File: config.mk
export PLATFORM = sky130hd
export DESIGN_NAME = median_stream_ctrl
export DESIGN_NICKNAME = d
export VERILOG_FILES = /design/src/rtl/median_stream_ctrl.sv
export SDC_FILE = /design/constraint.sdc
export NUM_CORES = 1
export LEC_CHECK = 0
export ABC_AREA = 1
export CAP_MARGIN = 20
export CORE_ASPECT_RATIO = 0.8
export CORE_MARGIN = 8
export CORE_UTILIZATION = 46
export DETAILED_ROUTE_END_ITERATION = 8
export PLACE_DENSITY_LB_ADDON = 0.12
export SLEW_MARGIN = 0
export SYNTH_ARGS = -nofsm -noshare
export SYNTH_HDL_FRONTEND = slang
export SYNTH_SLANG_ARGS = --single-unit
File: constraint.sdc
create_clock -name clk -period 1.8 [get_ports clk]
set_clock_uncertainty 0.05 [all_clocks]
set_input_delay 0.54 -clock clk [delete_from_list [all_inputs] [get_ports clk]]
set_output_delay 0.54 -clock clk [all_outputs]
set_load 0.03 [all_outputs]
File: src/rtl/median_stream_ctrl.sv
`default_nettype none
// ============================================================================
// Module   : median_stream_ctrl
// Purpose  : Frame-level sequencer for the 3x3 median datapath. Accepts a
//            raster pixel stream (valid/ready), drives line-buffer address,
//            write enable and row rotation, gates the window/pipeline enable,
//            and carries an interior-window valid flag down a shift register
//            to the result port with downstream backpressure.
// Ports    : clk, rst (async, active-high)
//            start            - begin a frame (sampled in IDLE only)
//            in_valid/in_ready- upstream pixel handshake
//            out_ready/out_valid - downstream result handshake
//            pipe_en          - enable for window regs and datapath stages
//            lb_wr_en, lb_addr, lb_sel - line-buffer write control
//            col_cnt, row_cnt - current raster position
//            busy, frame_done - status
// Revision : 1.0 - initial release
// ============================================================================
module median_stream_ctrl #(
  parameter int IMG_WIDTH    = 640,
  parameter int IMG_HEIGHT   = 480,
  parameter int ADDR_WIDTH   = 10,
  parameter int PIPE_LATENCY = 4
) (
  input  logic                  clk,
  input  logic                  rst,
  input  logic                  start,
  input  logic                  in_valid,
  output logic                  in_ready,
  input  logic                  out_ready,
  output logic                  out_valid,
  output logic                  pipe_en,
  output logic                  lb_wr_en,
  output logic [ADDR_WIDTH-1:0] lb_addr,
  output logic [1:0]            lb_sel,
  output logic [ADDR_WIDTH-1:0] col_cnt,
  output logic [15:0]           row_cnt,
  output logic                  busy,
  output logic                  frame_done
);

  localparam logic [2:0] S_IDLE  = 3'd0;
  localparam logic [2:0] S_FILL  = 3'd1;
  localparam logic [2:0] S_RUN   = 3'd2;
  localparam logic [2:0] S_FLUSH = 3'd3;
  localparam logic [2:0] S_DONE  = 3'd4;

  localparam logic [ADDR_WIDTH-1:0] LAST_COL = ADDR_WIDTH'(IMG_WIDTH - 1);
  localparam logic [15:0]           LAST_ROW = 16'(IMG_HEIGHT - 1);

  logic [2:0]              state;
  logic [PIPE_LATENCY-1:0] pipe_v;
  logic [PIPE_LATENCY-1:0] pipe_shift;
  logic [PIPE_LATENCY-1:0] pipe_next;
  logic                    stall;
  logic                    streaming;
  logic                    accept;
  logic                    interior;
  logic                    pipe_in;
  logic                    last_col;
  logic                    last_row;

  assign out_valid = pipe_v[PIPE_LATENCY-1];
  // Only a presented-but-unconsumed result can hold the pipeline.
  assign stall     = out_valid & ~out_ready;
  assign streaming = (state == S_FILL) | (state == S_RUN);
  assign in_ready  = streaming & ~stall;
  assign pipe_en   = (streaming | (state == S_FLUSH)) & ~stall;
  assign accept    = in_valid & in_ready;
  assign lb_wr_en  = accept;
  assign lb_addr   = col_cnt;
  assign busy      = (state != S_IDLE);
  assign frame_done = (state == S_DONE);

  assign last_col  = (col_cnt == LAST_COL);
  assign last_row  = (row_cnt == LAST_ROW);
  // A full 3x3 window exists once two prior rows and two prior columns exist.
  assign interior  = (row_cnt >= 16'd2) & (col_cnt >= ADDR_WIDTH'(2));
  assign pipe_in   = accept & interior;

  generate
    if (PIPE_LATENCY == 1) begin : g_pipe_one
      assign pipe_shift = pipe_in;
    end else begin : g_pipe_multi
      assign pipe_shift = {pipe_v[PIPE_LATENCY-2:0], pipe_in};
    end
  endgenerate

  assign pipe_next = pipe_en ? pipe_shift : pipe_v;

  always_ff @(posedge clk or posedge rst) begin
    if (rst) begin
      state   <= S_IDLE;
      pipe_v  <= '0;
      col_cnt <= '0;
      row_cnt <= '0;
      lb_sel  <= 2'd0;
    end else begin
      pipe_v <= pipe_next;
      case (state)
        S_IDLE: begin
          if (start) begin
            col_cnt <= '0;
            row_cnt <= '0;
            lb_sel  <= 2'd0;
            state   <= S_FILL;
          end
        end
        S_FILL, S_RUN: begin
          if (accept) begin
            if (last_col) begin
              col_cnt <= '0;
              row_cnt <= row_cnt + 16'd1;
              lb_sel  <= (lb_sel == 2'd2) ? 2'd0 : lb_sel + 2'd1;
              if (last_row) begin
                state <= S_FLUSH;
              end else if (row_cnt == 16'd1) begin
                state <= S_RUN;
              end
            end else begin
              col_cnt <= col_cnt + ADDR_WIDTH'(1);
            end
          end
        end
        S_FLUSH: begin
          // Leave as soon as the final result has been taken so frame_done
          // follows the last delivery by exactly one cycle.
          if (pipe_next == '0) begin
            state <= S_DONE;
          end
        end
        S_DONE: begin
          state <= S_IDLE;
        end
        default: begin
          state <= S_IDLE;
        end
      endcase
    end
  end

endmodule
`default_nettype wire

; ---- Word-level counts from Yosys, hierarchy flattened
; Index checks and enable logic that the tools add are counted.
[op_classes]
mux = 21
n_addsub = 3
bitwise = 10
magnitude_cmp = 2
eq_ne = 13
reduce_logical = 8
[op_table]
columns = operator, n
row1 = 2-to-1 mux 16 bit, 3
row2 = one-hot mux 16 bit (2 select lines), 1
row3 = 2-to-1 mux 10 bit, 3
row4 = one-hot mux 10 bit (2 select lines), 1
row5 = 2-to-1 mux 3 bit, 6
row6 = "adder 16 x 1 -> 16 bit, second input constant", 1
row7 = "== test 16 x 1 -> 1 bit, second input constant", 1
row8 = "== test 16 x 9 -> 1 bit, second input constant", 1
row9 = ">= comparator 16 x 2 -> 1 bit, second input constant", 1
row10 = "adder 10 x 1 -> 10 bit, second input constant", 1
row11 = "== test 10 bit, second input constant", 1
row12 = ">= comparator 10 x 2 -> 1 bit, second input constant", 1
row13 = one-hot mux 3 bit (3 select lines), 1
row14 = 2-to-1 mux 2 bit, 4
row15 = bitwise AND 1 bit, 6
row16 = "== test 3 x 2 -> 1 bit, second input constant", 2
row17 = "!= test 2 bit, second input constant", 3
row18 = AND reduction 5 bit, 1
row19 = logical NOT 4 bit, 1
row20 = 2-to-1 mux 4 bit, 1
row21 = one-hot mux 2 bit (2 select lines), 1
row22 = AND reduction 4 bit, 1
row23 = "== test 3 x 1 -> 1 bit, second input constant", 1
row24 = "== test 3 bit, second input constant", 1
row25 = other kinds (11), 13
[word_totals]
input_bits = 5
output_inout_bits = 44
elab_cells = 62
register_bits = 35

; ---- Logic depth before layout (Yosys ltp)
; Gate-level depths: netlist of run 1.
[logic_depth]
word_depth = 10
mapped_depth = 12
depth_no_buf = 12

; ---- Worst setup path before layout of run 1
; Ideal clock, no wire load.
[synth_timing]
path_type = reg2reg
start = register row_cnt[1]
end = register state[1]
stages_incl_launch_ff = 11
path_buffers = 0
t_required_ns = 1.633
setup_time_ns = 0.117
synth_period_minus_slack_ns = 1.920
arrival_ns = 1.753
slack_ns = -0.120
cell_sequence = dfrtp_1 -> ha_1 -> inv_1 -> nor2_2 -> inv_1 -> nor3_1 -> nor2_1 -> nor2_2 -> nand2_1 -> nand2_1 -> nand2_1
[synth_via]
elab_chain_cells = 7
word_cells_on_any_way = 14
cone_classes = 1 x order compare / 4 x eq/ne / 5 x mux / 2 x bitwise / 2 x reduce/logical
[synth_rtl]
columns = element, line
row1 = from (decl), 37  ; output logic [15:0] row_cnt,
row2 = from (signal assigned), 113  ; row_cnt <= row_cnt + 16'd1;
row3 = >= comparator 16 x 2 -> 1 bit, 78  ; assign interior = (row_cnt >= 16'd2) & (col_cnt >= ADDR_WIDTH'(2));
row4 = bitwise AND 1 bit, 78
row5 = bitwise AND 1 bit, 79  ; assign pipe_in = accept & interior;
row6 = 2-to-1 mux 4 bit, 89  ; assign pipe_next = pipe_en ? pipe_shift : pipe_v;
row7 = logical NOT 4 bit, 128  ; if (pipe_next == '0) begin
row8 = != test 2 x 1 -> 1 bit (no line), --
row9 = AND reduction 5 bit (no line), --
row10 = to (signal assigned), 93  ; state <= S_IDLE;
row11 = to (signal assigned), 129  ; state <= S_DONE;
row12 = to (signal assigned), 133  ; state <= S_IDLE;
row13 = to (decl), 51  ; logic [2:0] state;
; Parallel ways exist; a longest one is shown, timed or not. The select of a mux whose other input is x is not followed.
; A chain may end at the register's enable or synchronous reset.

; ---- Worst setup path in the final report of run 1
[layout_timing]
start = register state[0]
end = output lb_wr_en
[layout_via]
elab_chain_cells = 4
word_cells_on_any_way = 5
cone_classes = 2 x eq/ne / 3 x bitwise
[layout_rtl]
columns = element, line
row1 = from (signal assigned), 93
row2 = from (signal assigned), 106  ; state <= S_FILL;
row3 = from (signal assigned), 116  ; state <= S_FLUSH;
row4 = == test 3 x 1 -> 1 bit or == test 3 x 2 -> 1 bit (tied branches), 66  ; assign streaming = (state == S_FILL) | (state == S_RUN);
row5 = OR 1 bit *, 66
row6 = bitwise AND 1 bit *, 67  ; assign in_ready = streaming & ~stall;
row7 = bitwise AND 1 bit *, 69  ; assign accept = in_valid & in_ready;
row8 = to (decl), 33  ; output logic lb_wr_en,
; Mark *: on every way between the ends. The rest lies on a longest branch, timed or not.

==> flow_metrics.py, run 1 <==
metrics = {
    "global_routing": {
        "grt_resource_usage_total_pct": 16.98,
        "grt_max_degree": 36,
        "first_global_vias": 2170,
        "grt_remaining_overflow": 0,
        "initial_antenna_violation_count": 0,
        "grt_pass1_wl_um": 10230,
    },
    "finish": {
        "final_instance_count_without_filler_cells": 469,
        "n_antenna_cell": 0,
        "final_nets": 416,
        "layout-drive-gt1-share_pct": 29.48,
        "synthToLayoutAreaGrowth_pct": 48.22,
    },
    "detailed_routing": {
        "detailedRoute.firstPassIterationCount": 5,
        "routed_wirelength_um": 6970,
        "drt_drc_violations_left": 0,
        "drt_first_iter_violations": 146,
        "vias": 2489,
        "vias_per_cell": 5.307,
        "postRouteAntennaNets": 0,
        "routed_wire_length_per_instance_um": 14.86,
    },
    "synthesis": {
        "yosysWarnings": 0,
        "synth_top_area_cell": "sky130_fd_sc_hd__dfrtp_1",
        "yosys_register_bits": 35,
        "synth-seq-area-share_pct": 37.67,
        "synth.top_cells.by_area": "sky130_fd_sc_hd__dfrtp_1 (38%), sky130_fd_sc_hd__nand2_1 (11%), sky130_fd_sc_hd__inv_1 (6.3%)",
        "synthCells": 316,
        "synth_cell_type_count": 34,
        "avgSynthCellArea_um2": 7.357,
        "synth.cell_area_mm2": 0.002325,
        "synth.top_cell.area_share_pct": 37.67,
        "postSynthNetCount": 326,
    },
    "power_and_ir_drop": {
        "clock_power_share_pct": 12.4,
        "power.switching_uw": 2984,
        "sequentialPowerShare_pct": 20.4,
        "cellInternalPower_uw": 3253,
        "p_per_area_mw_per_mm2": 1810,
        "static-leakage-power_uw": 0.001732,
        "sw_frac_of_total_pct": 47.85,
        "share_comb_of_total_power_pct": 67.2,
        "post-layout-total-power_uw": 6237,
        "vdd_ir_drop_max_v": 0.001042,
    },
    "die": {
        "floorplan.rows": 23,
        "pin_count": 49,
        "floorplan.die.width_um": 95.48,
        "core_mm2": 0.004950,
        "die-height_um": 79.59,
        "initial_core_util_pct": 46.97,
        "die_area_mm2": 0.007599,
    },
    "sta": {
        "worst_slew_pin_slew_ps": 463.4,
        "maxClockFrequency_ghz": 0.5158,
        "rsz0062_at_grt": "yes",
        "timing.final.crit_period_ps": 1939,
        "max-slew-margin-rel_pct": 68.87,
        "slew_violations": 0,
        "final_number_of_setup_violating_endpoints": 26,
        "final_hold_viol_count": 0,
        "min_period_over_period_pct": 107.7,
        "setup_slack_ps": -138.6,
    },
    "clock_network": {
        "tritoncts_clock_tree": "done",
        "cts.htree.levels": 2,
        "root_buf_cell": "sky130_fd_sc_hd__clkbuf_8",
        "hold_buffers": 0,
        "cts.sinks": 35,
        "ctsLongestPathBuffers": 2,
        "cts_clock_pin_slew_for_the_worst_setup_and_hold_paths_ps": 80,
        "worstSkewPairLatency_ps": 300,
        "cts_buffers": 5,
    },
    "run": {
        "max_cap_violations": 0,
    },
    "setup_path": {
        "data_arrival_time_at_the_worst_slack_endpoint_ps": 1350,
        "cp-end-kind": "output port",
        "worstSetupStartpointType": "flip-flop",
        "worstSetupPathType": "reg -> out",
        "r2r-start": "state[0]",
        "critical_path.startpoint": "state[0]",
        "worstPathRequired_ps": 1210,
        "path_max_fanout": 4,
    },
    "hold_path": {
        "origin_of_the_worst_min_delay_path": "lb_sel[1]",
        "holdCritPathClass": "reg -> reg",
    },
    "placement": {
        "dp.cells": 439,
        "io_buf_count": 48,
        "dp.final_hpwl_um": 4632,
        "place.gp.congestion": 0.9025,
    },
    "status": {
        "violations": "negative setup slack",
        "status": "finished, violations left",
    },
}
[final timing paths]
check | end | slack (ps) | cells past startpoint
max | lb_wr_en | -140 | 4
min | lb_sel[1] | 520 | 2
max reg2reg | row_cnt[1] | -100 | 10
min reg2reg | lb_sel[1] | 520 | 2
max in group asynchronous | col_cnt[0] | 950 | 3
min in group asynchronous | row_cnt[5] | 540 | 3
[worst max-delay path, cell delays in order, from the launching register on]
cell                      delay, ps
sky130_fd_sc_hd__dfrtp_1        450
sky130_fd_sc_hd__a21oi_2        250
sky130_fd_sc_hd__nand3_4        110
sky130_fd_sc_hd__nor2_4         110
sky130_fd_sc_hd__buf_6          140
[power by group through the flow]
stage,Sequential [µW],Clock (µW),Combinational (µW)
floorplan,1600,0,1840
global placement,1270,0,3320
detailed placement,1280,0,3370
CTS,1260,790,3370
global route,1300,798,4510
finish,1270,771,4190
[layout make-up]
type	instances	area, µm²
Sequential cell	35	882.1
Clock buffer	6	82.58
Timing Repair Buffer	99	913.4
Multi-Input combinational cell	219	1270
Timing Repair inverter	1	6.256
Tap cell	62	77.57
Fill cell	423	1504
Inverter	45	178.9
Clock inverter	2	35.03
[timing repair]
item / 4_1_cts / 5_1_grt
pin swaps: 3 / 16
resized for setup: 50 / 44
hold endpoints to repair: 0 / 0
cloned: 0 / 3
setup endpoints to repair: 57 / 33
buffers inserted: 4 / 16
[Yosys cell counts (all sizes together)]
library cell	instances
a21oi	11
a31o	1
and2	1
buf	16
clkbuf	1
dfrtp	35
ha	5
inv	45
nand2	74
nand3	27
nand3b	6
nand4	14
nor2	36
nor3	12
o21ai	20
o21bai	1
o22ai	3
or2	2
xor2	6
[logic make-up (layout without fill, tap and decap cells)]
group / Yosys count / count (layout) / share of synthesized area, %
xor gates and xnor gates: 6 / 6 / 2.260
and+or+nand+nor: 172 / 172 / 35.41
AOI/OAI and AO/OA: 36 / 36 / 8.827
adders and majority gates: 5 / 5 / 2.691
DFF: 35 / 35 / 37.67
buffers and inverters: 62 / 153 / 13.13
[cells in the final DEF, fill, tap and decap left out, drive strengths merged]
| cell | n |
|---|---|
| a21oi | 11 |
| a31o | 1 |
| and2 | 1 |
| buf | 55 |
| bufinv | 1 |
| clkbuf | 11 |
| clkdlybuf4s15 | 3 |
| clkdlybuf4s50 | 2 |
| clkinv | 1 |
| dfrtp | 35 |
| dlygate4sd2 | 33 |
| dlymetal6s2s | 1 |
| ha | 5 |
| inv | 46 |
| nand2 | 74 |
| nand3 | 27 |
| nand3b | 6 |
| nand4 | 14 |
| nor2 | 36 |
| nor3 | 12 |
| o21ai | 20 |
| o21bai | 1 |
| o22ai | 3 |
| or2 | 2 |
| xor2 | 6 |
[per-stage QoR]
step / cell area, µm² / util [%] / setup TNS, ps / hold WS [ps] / setup slack, ps
6_report: 3446 / 69.62 / -1591 / 523.0 / -138.6
5_1_grt: 3446 / 69.62 / -4300 / 558.7 / -196.5
4_1_cts: 3141 / 63.45 / -189.6 / 490.7 / -110.1
3_5_place_dp: 3009 / 60.79 / -10180 / 481.5 / -386.3
3_3_place_gp: 3009 / 60.79 / -9499 / 450.1 / -381.9
2_1_floorplan: 2337 / - / 0 / 412.6 / 13.53
[sequential cells by signal (all words and copies together) (netlist names)]
signal   count
lb_sel       2
pipe_v       4
row_cnt     16
state        3
col_cnt     10
[per-layer routing]
| layer | track usage (%) | vias up | routed length (µm) |
|---|---|---|---|
| met5 | 0 | - | 0 |
| met1 | 22.75 | 1175 | 2970 |
| met3 | 3.289 | 11 | 578 |
| met4 | 5.819 | 0 | 104 |
| met2 | 26.65 | 106 | 3317 |
| li1 | - | 1197 | - |
Power figures use the tool's default switching activity.
==> run 2: changes to the inputs <==
==> constraint.sdc (replaced) <==
create_clock -name clk -period 1.6 [get_ports clk]
set_clock_uncertainty 0.05 [all_clocks]
set_input_delay 0.32 -clock clk [delete_from_list [all_inputs] [get_ports clk]]
set_output_delay 0.32 -clock clk [all_outputs]
set_load 0.03 [all_outputs]
==> run 2 against run 1 <==
  * The flow still finishes with violations (negative setup slack)
  * First-iteration DRC count fell by 18%
  * Cell count rose by 3.6%
  * Utilization grew 7.1 points
  * Wire length grew 16%
  * Critical path depth rose by 3
  * Setup slack lost 130 ps
  * Global-route usage rose by 2.3 points
  * Register-to-register slack worse by 150 ps
  * Combinational power grew 30%
  * Largest power group unchanged
==> flow_metrics.py, run 2 (synthesis gave the netlist of run 1 again) <==
metrics = {
    "setup_path": {
        "worst_path_largest_cell_delay_ps": 460,
        "crit_slowest_cell": "sky130_fd_sc_hd__dfrtp_2",
        "worstPathRequired_ps": 1230,
        "crit_path_frequent_cell": "sky130_fd_sc_hd__buf_4",
        "cp-end-kind": "output port",
        "worst_path_dominant_cell_family": "buffers and inverters",
        "crit_chain": "inv_2 -> nand2_4 -> buf_6 -> nand3_2 -> inv_1 -> buf_4 -> buf_4",
        "critPathBufInv": 5,
        "data_arrival_time_at_the_worst_slack_endpoint_ps": 1500,
        "worstSetupPathType": "reg -> out",
        "path_max_fanout": 4,
        "worstSetupStartpointType": "flip-flop",
    },
    "sta": {
        "min_period_over_period_pct": 116.8,
        "final_hold_viol_count": 0,
        "max-slew-margin-rel_pct": 58.50,
        "rsz0062_at_grt": "yes",
        "final_number_of_setup_violating_endpoints": 36,
        "worst_slew_pin_slew_ps": 617.7,
        "maxClockFrequency_ghz": 0.5353,
        "timing.final.crit_period_ps": 1868,
        "slew_violations": 0,
        "setup_slack_ps": -268.3,
    },
    "finish": {
        "num-fill-cells": 367,
        "synthToLayoutAreaGrowth_pct": 63.29,
        "final_nets": 433,
        "layout_common_cells": "sky130_fd_sc_hd__nand2_1 (56), sky130_fd_sc_hd__buf_4 (54), sky130_fd_sc_hd__inv_1 (36)",
        "final_design_area_no_fill_mm2": 0.003796,
        "final_instance_count_without_filler_cells": 486,
        "max_reg_flops": 16,
        "n_antenna_cell": 0,
        "layout_top_registers": "row_cnt (16), col_cnt (10), pipe_v (4)",
        "sequential_cell_area_um2": 892.1,
        "largest_register_by_flop_count": "row_cnt",
        "multi_input_area_mm2": 0.001459,
        "mostFrequentLayoutCell": "sky130_fd_sc_hd__nand2_1",
        "layout-drive-gt1-share_pct": 42.45,
    },
    "detailed_routing": {
        "routed_wirelength_um": 8060,
        "routed_wire_length_per_instance_um": 16.58,
        "drt_first_iter_violations": 119,
        "drt_drc_violations_left": 0,
        "detailedRoute.firstPassIterationCount": 5,
        "postRouteAntennaNets": 0,
        "vias_per_cell": 5.381,
        "vias": 2615,
    },
    "die": {
        "die-height_um": 79.59,
        "core_mm2": 0.004950,
        "die_area_mm2": 0.007599,
        "floorplan.die.width_um": 95.48,
        "initial_core_util_pct": 46.97,
        "floorplan.rows": 23,
        "pin_count": 49,
    },
    "global_routing": {
        "initial_antenna_violation_count": 0,
        "first_global_vias": 2466,
        "grt_remaining_overflow": 0,
        "grt_max_degree": 36,
        "grt_resource_usage_total_pct": 19.32,
        "grt_pass1_wl_um": 11540,
    },
    "power_and_ir_drop": {
        "share_comb_of_total_power_pct": 69.8,
        "sequentialPowerShare_pct": 19.0,
        "power.switching_uw": 3872,
        "p_per_area_mw_per_mm2": 2061,
        "static-leakage-power_uw": 0.001866,
        "sw_frac_of_total_pct": 49.49,
        "vdd_ir_drop_max_v": 0.001560,
        "cellInternalPower_uw": 3952,
        "clock_power_share_pct": 11.2,
    },
    "clock_network": {
        "root_buf_cell": "sky130_fd_sc_hd__clkbuf_8",
        "cts_buffers": 5,
        "worstSkewPairLatency_ps": 300,
        "ctsLongestPathBuffers": 2,
        "cts.sinks": 35,
        "cts_clock_pin_slew_for_the_worst_setup_and_hold_paths_ps": 90,
        "hold_buffers": 0,
        "cts.htree.levels": 2,
        "tritoncts_clock_tree": "done",
    },
    "hold_path": {
        "holdCritPathClass": "in -> async",
    },
    "placement": {
        "dp.final_hpwl_um": 4648,
        "place.gp.congestion": 0.8672,
        "dp.cells": 459,
        "post_dp_cell_area_mm2": 0.003217,
        "io_buf_count": 48,
    },
    "run": {
        "max_cap_violations": 0,
    },
    "status": {
        "violations": "negative setup slack",
        "status": "finished, violations left",
    },
}
-- run 2: cell count changes in the layout (fill, tap and decap cells not counted), sizes merged --
cell,previous run,this run
buf,55,72
clkdlybuf4s50,2,4
clkinv,1,3
inv,46,44
clkdlybuf4s15,3,2
dlymetal6s2s,1,0
-- run 2: per-stage QoR --
step	setup WS [ps]	setup TNS, ps	total power [µW]	hold slack (ps)	util, %
finish	-268.3	-7612	7824	319.4	76.69
CTS	-221.8	-5600	7112	335.0	72.52
global route	-379.9	-9909	8252	368.6	76.69
detailed placement	-335.3	-7948	5472	447.9	64.99
global placement	-268.3	-7402	5397	423.2	64.99
floorplan	-67.75	-1213	3978	412.6	-
-- run 2: final timing paths --
kind,cells past startpoint,end,slack [ps],from
max,7,pipe_en,-270,state[1]
max in group asynchronous,3,row_cnt[4],960,rst
min reg2reg,3,lb_sel[0],500,lb_sel[1]
min in group clk,3,lb_sel[0],500,lb_sel[1]
min,3,col_cnt[7],320,rst
max reg2reg,11,col_cnt[7],-250,state[1]
-- run 2: layout make-up --
| class | count | share of cell area, % |
|---|---|---|
| tap | 62 | 2.044 |
| sequential | 35 | 23.50 |
| timing repair buffer | 116 | 27.52 |
| inverter | 45 | 5.241 |
| clock inverter | 2 | 0.9229 |
| clock buffer | 6 | 2.175 |
| multi-input combinational | 219 | 38.43 |
| timing repair inverter | 1 | 0.1648 |
-- run 2: power groups by stage --
stage                     Combinational (µW)  Sequential (µW)  Clock, µW
final                                   5460             1480        879
after global routing                    5810             1530        915
after CTS                               4770             1460        875
after detailed placement                4000             1480          0
after global placement                  3920             1480          0
after floorplan                         2150             1830          0
-- run 2: worst reg2reg max path: stages, from the launching register on --
cell and delay [ps]:
sky130_fd_sc_hd__dfrtp_2 460, sky130_fd_sc_hd__inv_2 100, sky130_fd_sc_hd__nand2_4 70, sky130_fd_sc_hd__buf_6 130
sky130_fd_sc_hd__nand3_4 90, sky130_fd_sc_hd__nor2_4 50, sky130_fd_sc_hd__buf_6 110, sky130_fd_sc_hd__o21ai_4 210
sky130_fd_sc_hd__buf_8 180, sky130_fd_sc_hd__buf_4 120, sky130_fd_sc_hd__a21oi_1 50, sky130_fd_sc_hd__a21oi_2 140
-- run 2: metal layers --
layer  part of all wire [%]  track usage [%]  up-vias  wire length, µm
met3                    6.1            4.323       35              492
li1                       -                -     1233                -
met1                     38            22.81     1239             3086
met5                      0                0        -                0
met2                     51            32.44      108             4119
met4                    4.5            9.342        0              361
-- run 2: repair_timing --
action | 4_1_cts | 5_1_grt
pin swaps | 10 | 18
gates cloned | 3 | 1
setup buffers | 8 | 9
endpoints found under the setup margin | 69 | 42
resized for setup | 88 | 53
==> run 3: changes to the inputs <==
--- a/config.mk
+++ b/config.mk
@@ -11,7 +11,7 @@
 export CORE_MARGIN = 8
 export CORE_UTILIZATION = 46
 export DETAILED_ROUTE_END_ITERATION = 8
-export PLACE_DENSITY_LB_ADDON = 0.12
+export PLACE_DENSITY = 0.77
 export SLEW_MARGIN = 0
 export SYNTH_ARGS = -nofsm -noshare
 export SYNTH_HDL_FRONTEND = slang
==> run 3 against run 2 <==
  * The flow still finishes with violations (negative setup slack)
  * Critical endpoint is now lb_wr_en
  * Maximum frequency increased by 1.4%
  * Count of clock-buffer cells in the layout increased by 2
  * Sequential power hardly changed
  * Via count decreased by 0.11%
  * Power down 3.7%
  * Setup slack gained 26 ps
  * Non-clock buffer count up 4
  * Cell count increased by 0.82%
==> flow_metrics.py, run 3 (synthesis gave the netlist of run 1 again) <==
metrics = {
    "clock_network": {
        "tritoncts_clock_tree": "done",
        "cts_buffers": 5,
        "cts_clock_pin_slew_for_the_worst_setup_and_hold_paths_ps": 80,
        "worstSkewPairLatency_ps": 300,
        "root_buf_cell": "sky130_fd_sc_hd__clkbuf_8",
        "cts.htree.levels": 2,
        "ctsLongestPathBuffers": 2,
        "cts.sinks": 35,
    },
    "sta": {
        "final_hold_viol_count": 0,
        "min_period_over_period_pct": 115.1,
        "timing.final.crit_period_ps": 1842,
        "final_number_of_setup_violating_endpoints": 36,
        "maxClockFrequency_ghz": 0.5429,
        "timing.setup.tns_ps": -5654,
        "setup_slack_ps": -241.8,
        "max-slew-margin-rel_pct": 72.75,
        "slew_violations": 0,
        "worst_slew_pin_slew_ps": 405.6,
        "rsz0062_at_grt": "yes",
    },
    "placement": {
        "io_buf_count": 48,
        "dp.final_hpwl_um": 4750,
        "place.gp.congestion": 0.9499,
    },
    "die": {
        "floorplan.rows": 23,
        "die_area_mm2": 0.007599,
        "pin_count": 49,
        "core_mm2": 0.004950,
        "initial_core_util_pct": 46.97,
        "die-height_um": 79.59,
        "floorplan.die.width_um": 95.48,
    },
    "power_and_ir_drop": {
        "power.switching_uw": 3673,
        "sequentialPowerShare_pct": 19.6,
        "post-layout-total-power_uw": 7537,
        "clock_power_share_pct": 9.9,
        "share_comb_of_total_power_pct": 70.6,
        "sw_frac_of_total_pct": 48.73,
        "vdd_ir_drop_max_v": 0.001268,
        "cellInternalPower_uw": 3865,
        "p_per_area_mw_per_mm2": 2034,
        "static-leakage-power_uw": 0.001843,
    },
    "detailed_routing": {
        "postRouteAntennaNets": 0,
        "detailedRoute.firstPassIterationCount": 5,
        "routed_wirelength_um": 8097,
        "routed_wire_length_per_instance_um": 16.52,
        "vias_per_cell": 5.331,
        "dr_wl_met2_um": 3974,
        "drt_first_iter_violations": 136,
        "post_route_m1_wl_um": 3279,
        "met3_wirelength_um": 627,
        "routed.top_layer": "met4",
        "drt_drc_violations_left": 0,
        "vias": 2612,
    },
    "finish": {
        "max_reg_flops": 16,
        "layout-drive-gt1-share_pct": 39.49,
        "mostFrequentLayoutCell": "sky130_fd_sc_hd__nand2_1",
        "layout_common_cells": "sky130_fd_sc_hd__nand2_1 (60), sky130_fd_sc_hd__buf_4 (51), sky130_fd_sc_hd__inv_1 (35)",
        "n_antenna_cell": 0,
        "largest_register_by_flop_count": "row_cnt",
        "final_nets": 437,
        "synthToLayoutAreaGrowth_pct": 59.42,
        "layout_top_registers": "row_cnt (16), col_cnt (10), pipe_v (4)",
    },
    "global_routing": {
        "first_global_vias": 2689,
        "grt_remaining_overflow": 0,
        "grt_pass1_wl_um": 12760,
        "grt_resource_usage_total_pct": 21.07,
        "grt_max_degree": 36,
        "initial_antenna_violation_count": 0,
    },
    "setup_path": {
        "worstSetupStartpointType": "flip-flop",
        "worstSetupPathType": "reg -> out",
        "timing.reg2reg.worst_path_depth": 11,
        "crit_chain": "inv_2 -> nand2_4 -> buf_6 -> nand3_4 -> nor2_4 -> buf_6 -> buf_6",
        "reg2reg_to": "col_cnt[6]",
        "crit_path_frequent_cell": "sky130_fd_sc_hd__buf_6",
        "data_arrival_time_at_the_worst_slack_endpoint_ps": 1470,
        "crit_slowest_cell": "sky130_fd_sc_hd__dfrtp_2",
        "cp-end-kind": "output port",
        "timing.reg2reg.setup_slack_ps": -210,
        "r2r-start": "state[1]",
        "worstPathRequired_ps": 1230,
        "path_max_fanout": 4,
        "worst_path_largest_cell_delay_ps": 410,
    },
    "status": {
        "violations": "negative setup slack",
        "status": "finished, violations left",
    },
    "run": {
        "max_cap_violations": 0,
    },
    "hold_path": {
        "holdCritPathClass": "in -> async",
    },
}
run 3: cell types whose count changed in the layout (fill, tap and decap cells not counted), moves of 3 or more:
cell / delta
sky130_fd_sc_hd__nor2_1: +3
sky130_fd_sc_hd__clkdlybuf4s15_2: +3
sky130_fd_sc_hd__o21ai_1: +15
sky130_fd_sc_hd__nor2_2: -3
sky130_fd_sc_hd__o21ai_2: -15
sky130_fd_sc_hd__nand2_1: +4
sky130_fd_sc_hd__a21oi_1: -5
sky130_fd_sc_hd__a21oi_2: +5
sky130_fd_sc_hd__buf_4: -3
sky130_fd_sc_hd__buf_6: +9
run 3: cell type report:
type	instances	area, µm²
tap	62	77.57
timing repair buffer	120	1080
multi-input combinational	219	1359
timing repair inverter	1	8.758
fill	345	1244
clock buffer	8	100.1
inverter	45	188.9
sequential	35	892.1
run 3: metrics by stage:
stage / setup WS, ps / std cells / util (%) / instance area [µm²] / hold WS [ps]
3_3_place_gp: -252.6 / 460 / 65.39 / 3237 / 436.5
5_1_grt: -316.3 / 490 / 74.87 / 3706 / 345.4
2_1_floorplan: -67.75 / 316 / - / 2405 / 412.6
4_1_cts: -230.8 / 486 / 73.13 / 3620 / 340.7
3_5_place_dp: -266.1 / 460 / 65.39 / 3237 / 438.8
6_report: -241.8 / 490 / 74.87 / 3706 / 319.2
run 3: power by group through the flow:
stage	registers, µW	clock network (µW)	logic [µW]
floorplan	1830	0	2150
global placement	1450	0	4030
detailed placement	1460	0	4110
CTS	1450	742	4900
global route	1520	785	5720
finish	1470	744	5320
run 3: worst max-delay path, delay by kind of cell, from the launching register on:
family	cells	cell delay (ps)
and+or+nand+nor	3	330
buffers and inverters	4	430
DFF	1	410
run 3: what timing repair did:
item                                    4_1_cts  5_1_grt
pin swaps                                    24       12
endpoints found under the setup margin       74       43
gates resized for setup                      99       32
hold buffers                                  0        0
setup buffers                                17        7
gates cloned                                  1        0
run 3: worst max path at each step:
stage | startpoint | end | slack (ps) | cells after the start
floorplan | state[1] | row_cnt[11] | -70 | 10
global placement | out_ready | col_cnt[9] | -250 | 12
detailed placement | out_ready | state[0] | -270 | 12
CTS | state[0] | lb_wr_en | -230 | 7
global route | state[1] | state[1] | -320 | 14
finish | state[1] | lb_wr_en | -240 | 7
run 3: metal layers:
| metal | GRT usage, % | vias up |
|---|---|---|
| li1 | - | 1239 |
| met1 | 24.93 | 1228 |
| met2 | 36.85 | 121 |
| met3 | 4.323 | 24 |
| met4 | 7.504 | 0 |
| met5 | 0 | - |
